==> config.mk <==
export PLATFORM = sky130hd
export DESIGN_NAME = rnn_out_reader_flat
export DESIGN_NICKNAME = d
export VERILOG_FILES = /design/src/rtl/rnn_out_reader_if.sv /design/src/rtl/rnn_out_reader.sv /design/src/flat_wrapper.sv
export SDC_FILE = /design/constraint.sdc
export NUM_CORES = 1
export LEC_CHECK = 0
export CAP_MARGIN = 20
export CORE_MARGIN = 10
export CORE_UTILIZATION = 52
export CTS_CLUSTER_SIZE = 30
export DETAILED_ROUTE_END_ITERATION = 16
export PLACE_DENSITY = 0.78
export SETUP_SLACK_MARGIN = 0.1
export SYNTH_ARGS = -nofsm -noshare
export SYNTH_HDL_FRONTEND = slang
export SYNTH_SLANG_ARGS = --single-unit
==> constraint.sdc <==
create_clock -name CLK -period 3.5 [get_ports CLK]
set_input_delay 0.7 -clock CLK [delete_from_list [all_inputs] [get_ports CLK]]
set_output_delay 0.7 -clock CLK [all_outputs]
set_load 0.03 [all_outputs]
==> src/rtl/rnn_out_reader_if.sv <==
// rtl/rnn_out_reader_if.sv - RNN serial output channel plus word-level read port.
interface rnn_out_reader_if #(
  parameter int WIDTH = 8
);
  logic             START;
  logic             OUT_REQ;
  logic             OUT_ACK;
  logic             OUT_DATA;
  logic [WIDTH-1:0] RD_DATA;
  logic             RD_VALID;
  logic             RD_READY;
  logic             BUSY;
  logic             TIMEOUT_ERR;

  modport master (
    input  START, OUT_ACK, OUT_DATA, RD_READY,
    output OUT_REQ, RD_DATA, RD_VALID, BUSY, TIMEOUT_ERR
  );

  modport slave (
    output START, OUT_ACK, OUT_DATA, RD_READY,
    input  OUT_REQ, RD_DATA, RD_VALID, BUSY, TIMEOUT_ERR
  );
endinterface

==> src/rtl/rnn_out_reader.sv <==
// rtl/rnn_out_reader.sv - requests, deserialises and presents one RNN output word (LSB first).
// Optional REQ-state timeout abort is built only with RNN_RD_TIMEOUT_EN defined.
module rnn_out_reader #(
  parameter int WIDTH   = 8,
  parameter int TIMEOUT = 256
) (
  input  logic            CLK,
  input  logic            RSTB,
  rnn_out_reader_if.master bus
);

  localparam int CW = $clog2(WIDTH);

  if (WIDTH < 2) begin : g_bad_width
    $error("rnn_out_reader: WIDTH must be >= 2");
  end
  if (TIMEOUT < 1) begin : g_bad_timeout
    $error("rnn_out_reader: TIMEOUT must be >= 1");
  end

  typedef enum logic [1:0] {IDLE, REQ, SHIFT, HOLD} state_t;

  state_t           state, state_d;
  logic             out_req, out_req_d;
  logic [WIDTH-1:0] shift, shift_d;
  logic [WIDTH-1:0] rd_data, rd_data_d;
  logic             rd_valid, rd_valid_d;
  logic             timeout_err, timeout_err_d;
  logic [CW-1:0]    cnt, cnt_d;

`ifdef RNN_RD_TIMEOUT_EN
  localparam int TW = $clog2(TIMEOUT + 1);
  logic [TW-1:0] tcnt, tcnt_d;
`endif

  always_ff @(posedge CLK) begin
    if (!RSTB) begin
      state       <= IDLE;
      out_req     <= 1'b0;
      shift       <= '0;
      rd_data     <= '0;
      rd_valid    <= 1'b0;
      timeout_err <= 1'b0;
      cnt         <= '0;
`ifdef RNN_RD_TIMEOUT_EN
      tcnt        <= '0;
`endif
    end else begin
      state       <= state_d;
      out_req     <= out_req_d;
      shift       <= shift_d;
      rd_data     <= rd_data_d;
      rd_valid    <= rd_valid_d;
      timeout_err <= timeout_err_d;
      cnt         <= cnt_d;
`ifdef RNN_RD_TIMEOUT_EN
      tcnt        <= tcnt_d;
`endif
    end
  end

  always_comb begin
    state_d       = state;
    out_req_d     = out_req;
    shift_d       = shift;
    rd_data_d     = rd_data;
    rd_valid_d    = rd_valid;
    timeout_err_d = 1'b0;
    cnt_d         = cnt;
`ifdef RNN_RD_TIMEOUT_EN
    tcnt_d        = tcnt;
`endif
    case (state)
      IDLE: begin
        if (bus.START) begin
          state_d   = REQ;
          out_req_d = 1'b1;
`ifdef RNN_RD_TIMEOUT_EN
          tcnt_d    = '0;
`endif
        end
      end
      REQ: begin
        // ACK also carries bit 0, and beats the timeout on the same edge
        if (bus.OUT_ACK) begin
          shift_d[0] = bus.OUT_DATA;
          out_req_d  = 1'b0;
          cnt_d      = CW'(1);
          state_d    = SHIFT;
        end
`ifdef RNN_RD_TIMEOUT_EN
        else if (tcnt == TW'(TIMEOUT - 1)) begin
          out_req_d     = 1'b0;
          timeout_err_d = 1'b1;
          state_d       = IDLE;
        end else begin
          tcnt_d = tcnt + 1'b1;
        end
`endif
      end
      SHIFT: begin
        shift_d[cnt] = bus.OUT_DATA;
        cnt_d        = cnt + 1'b1;
        if (cnt == CW'(WIDTH - 1)) begin
          rd_data_d  = shift_d;
          rd_valid_d = 1'b1;
          state_d    = HOLD;
        end
      end
      HOLD: begin
        if (rd_valid && bus.RD_READY) begin
          rd_valid_d = 1'b0;
          state_d    = IDLE;
        end
      end
      default: state_d = IDLE;
    endcase
  end

  assign bus.OUT_REQ     = out_req;
  assign bus.RD_DATA     = rd_data;
  assign bus.RD_VALID    = rd_valid;
  assign bus.TIMEOUT_ERR = timeout_err;
  assign bus.BUSY        = (state != IDLE);

endmodule

==> src/flat_wrapper.sv <==
// flat-port wrapper written by rule: the top's interface ports become plain ports
module rnn_out_reader_flat 
#(
  parameter int WIDTH   = 8,
  parameter int TIMEOUT = 256
)
  (CLK, RSTB, bus_START, bus_OUT_ACK, bus_OUT_DATA, bus_RD_READY, bus_OUT_REQ, bus_RD_DATA, bus_RD_VALID, bus_BUSY, bus_TIMEOUT_ERR);
  rnn_out_reader_if #(.WIDTH(WIDTH)) bus_i ();
  input  logic CLK;
  input  logic RSTB;
  input wire logic [$bits(bus_i.START)-1:0] bus_START;
  input wire logic [$bits(bus_i.OUT_ACK)-1:0] bus_OUT_ACK;
  input wire logic [$bits(bus_i.OUT_DATA)-1:0] bus_OUT_DATA;
  input wire logic [$bits(bus_i.RD_READY)-1:0] bus_RD_READY;
  output wire logic [$bits(bus_i.OUT_REQ)-1:0] bus_OUT_REQ;
  output wire logic [$bits(bus_i.RD_DATA)-1:0] bus_RD_DATA;
  output wire logic [$bits(bus_i.RD_VALID)-1:0] bus_RD_VALID;
  output wire logic [$bits(bus_i.BUSY)-1:0] bus_BUSY;
  output wire logic [$bits(bus_i.TIMEOUT_ERR)-1:0] bus_TIMEOUT_ERR;
  assign bus_i.START = bus_START;
  assign bus_i.OUT_ACK = bus_OUT_ACK;
  assign bus_i.OUT_DATA = bus_OUT_DATA;
  assign bus_i.RD_READY = bus_RD_READY;
  assign bus_OUT_REQ = bus_i.OUT_REQ;
  assign bus_RD_DATA = bus_i.RD_DATA;
  assign bus_RD_VALID = bus_i.RD_VALID;
  assign bus_BUSY = bus_i.BUSY;
  assign bus_TIMEOUT_ERR = bus_i.TIMEOUT_ERR;
  rnn_out_reader #(.WIDTH(WIDTH), .TIMEOUT(TIMEOUT)) u_core (.CLK(CLK), .RSTB(RSTB), .bus(bus_i));
endmodule
==> metrics.txt <==
TritonCTS clock tree=done; cell count after synthesis=125; Synth Warn #=0; Tcrit/Tclk final=70.1%; final worst path period need=2.45 ns; PostCTS Resize Cnt=0; R2R Path Start=u_core.state[0]; share of cells above drive strength 1=6.72%; setup slack after layout=1.05 ns; worst stage delay on the critical path=0.66 ns; largest net degree at the start of global routing=23; CP arrival=1.75 ns; Synth Area in Adders=7.56%; Startpoint Class=flip-flop; CP Cell Sequence=inv_1 > ha_1 > inv_1 > clkdlybuf4s50_1; Syn Nets=138; reg2reg setup slack=1.54 ns; Final Hold Fails=0; Post-Synth Simple-Gate Area=14.0%; FF+latch count, synth=23; area of the core=2170 sq um; Max Cap Viol=0; critical path data required time=2.80 ns; diode count=0; RSZ-0062 raised after global routing=no; proportion of synthesized chip area in sequential cells=39.7%; Worst R2R End=u_core.bus.RD_DATA[4]; antenna violations before repair=0; clock root buffer=clkbuf_4; Placer Congestion=0.794; Sink Count=23; DRC=0; post-synthesis mux area share=10.4%; die area=4520 sq um; Crit path top cell by count=inv_1; initial core utilization=53.4%; ys async rst share=0%; status=finished, final reports clean; post-synthesis compound-gate area fraction=21.2%; Avg Cell Area, Syn=9.27 sq um; Lkg Pwr=0.526 nW; Slew Limit Fails=0; Die Height=67.2 um; Iter 0 DRT Violations=45; via count=892; cts hold-fix bufs=0; CP Max Fanout=4; Post-Synthesis Cell Area=1160 sq um; DRT Wirelength=2250 um; Vias per Instance=5.51; XOR/XNOR Fraction of Synth Area=0%; maximum clock insertion buffer count=2; post-DR wirelength/cell=13.9 um; H-tree depth=1; largest family of logic cells by synthesized area=compound AO/OA/AOI/OAI gates; Clock Skews=0.00258 ns; Final HPWL DP=1600 um; Core Util, Final=60.7%; end of the critical path=bus_BUSY; Filler cells=214; CP Capture Type=primary output; kind of critical path=flip-flop to primary output; fmax=408 MHz; synth top area cells=dfxtp_1, mux2i_1, ha_1; Total Routing Usage GR=10.7%; setup TNS=0 ns; Peak VDD IR=0.369 mV; slowest CP cell=clkdlybuf4s50_1; Area Growth Syn to Fin=13.6%; Final #Nets=148; area fraction of the dominant cell type after synthesis=39.7%; vias in the first global route=867; Worst slew margin=56.1%; TritonCTS buffer count=3; port bufs=16; Detail Route Antenna Nets=0; first-pass detailed-route iteration total=4; row count=17; HP Class=flip-flop to flip-flop; Slew @ Worst Pin=0.658 ns; Clk Latency, worst-skew pair=0.31 ns; start point of the critical path=u_core.state[0]; pre-CTS worst setup slack=1.38 ns; PD cells=558 nW/um^2; ys flop type=dfxtp_1; Final Instance Count excl. Fillers=162; Setup Viol. Count Final=0; Setup Buffers After CTS=0; worst hold path depth=2; total grt overflow=0; Placed Cells=158; synth unique cells=31; Reg2Reg Depth=5; CTS clk-pin slew, worst paths=0.12 ns; die width=67.2 um; first-pass GRT wire length=3890 um; Synth area leader=dfxtp_1; EDFF count, synth=0; io pins=18
==> cells by family (layout without fill, tap and decap cells) <==
kind of cell | Yosys count | count (layout)
AO/OA/AOI/OAI | 38 | 38
adder cells (fa/ha/maj) | 7 | 7
buffers and inverters | 15 | 24
flip-flops | 23 | 23
multiplexers | 12 | 12
other | 1 | 1
AND/OR/NAND/NOR | 29 | 29
==> flip-flops by register name, indices dropped and copies added (netlist names) <==
| register | cells |
|---|---|
| u_core.bus.RD_VALID | 1 |
| u_core.state | 2 |
| u_core.bus.OUT_REQ | 1 |
| u_core.shift | 8 |
| u_core.bus.RD_DATA | 8 |
| u_core.cnt | 3 |
==> layer usage <==
| layer | wire length (um) | up-vias | track usage, % |
|---|---|---|---|
| met3 | 128 | 4 | 4.46 |
| met2 | 1080 | 13 | 16.6 |
| met5 | 0 | - | 0 |
| met4 | 29 | 0 | 5.64 |
| met1 | 1020 | 421 | 12.4 |
| li1 | - | 454 | - |
==> report_power, final <==
group / internal (mW) / leakage, nW / total (mW) / switching (mW)
logic: 0.128 / 0.324 / 0.277 / 0.149
clock network: 0.0445 / 0.0150 / 0.122 / 0.0776
registers: 0.300 / 0.187 / 0.336 / 0.0360
total: 0.473 / 0.526 / 0.735 / 0.262
==> synth_stat cells, types with 2 or more instances <==
cell,number
inv_1,4
a21oi_1,14
buf_4,2
dfxtp_1,23
mux2i_1,12
a32oi_1,3
nand2_1,7
buf_2,6
ha_1,7
nor3b_1,3
or2_2,2
nor2b_1,4
o21ai_0,14
nor2_1,5
nand3b_1,3
==> critical path: cells and delay by family, from the launching register on <==
family | cells | cell delay, ns
flops | 1 | 0.41
fa+ha+maj | 1 | 0.22
buf+inv | 3 | 0.81
==> worst min-delay path by stage <==
| stage | from | endpoint | slack, ns |
|---|---|---|---|
| 2_1_floorplan | u_core.shift[0] | u_core.shift[0] | 0.43 |
| 3_3_place_gp | u_core.shift[0] | u_core.shift[0] | 0.44 |
| 3_5_place_dp | u_core.shift[0] | u_core.shift[0] | 0.46 |
| 4_1_cts | u_core.shift[0] | u_core.shift[0] | 0.47 |
| 5_1_grt | u_core.shift[0] | u_core.shift[0] | 0.51 |
| 6_report | u_core.shift[0] | u_core.shift[0] | 0.47 |
==> layout by cell type, fill, tap and decap left out, types with 2 or more instances in the layout <==
cell              n
nand3b_1          3
clkbuf_4          3
or2_2             2
nor3b_1           3
mux2i_1          12
nor2_1            5
nand2_1           7
a32oi_1           3
inv_1             4
ha_1              7
nor2b_1           4
o21ai_0          14
a21oi_1          14
dfxtp_1          23
clkdlybuf4s50_1  16
==> metrics by stage <==
stage                     power (mW)  instance area (sq um)  hold WS (ns)
after floorplan                0.561                   1160         0.434
after global placement         0.608                   1290         0.444
after detailed placement       0.619                   1290         0.456
after CTS                      0.739                   1320         0.474
after global routing           0.785                   1320         0.508
final                          0.735                   1320         0.472
==> final cells by class <==
class	instances	area, sq um	area share (%)
Multi-Input combinational cell	87	619	47.1
Clock buffer	4	26.3	2.00
Inverter	4	15.0	1.14
Sequential cell	23	460	35.0
Timing Repair Buffer	16	160	12.2
Tap cell	28	35.0	2.66
(Power assumes the default switching activity.)
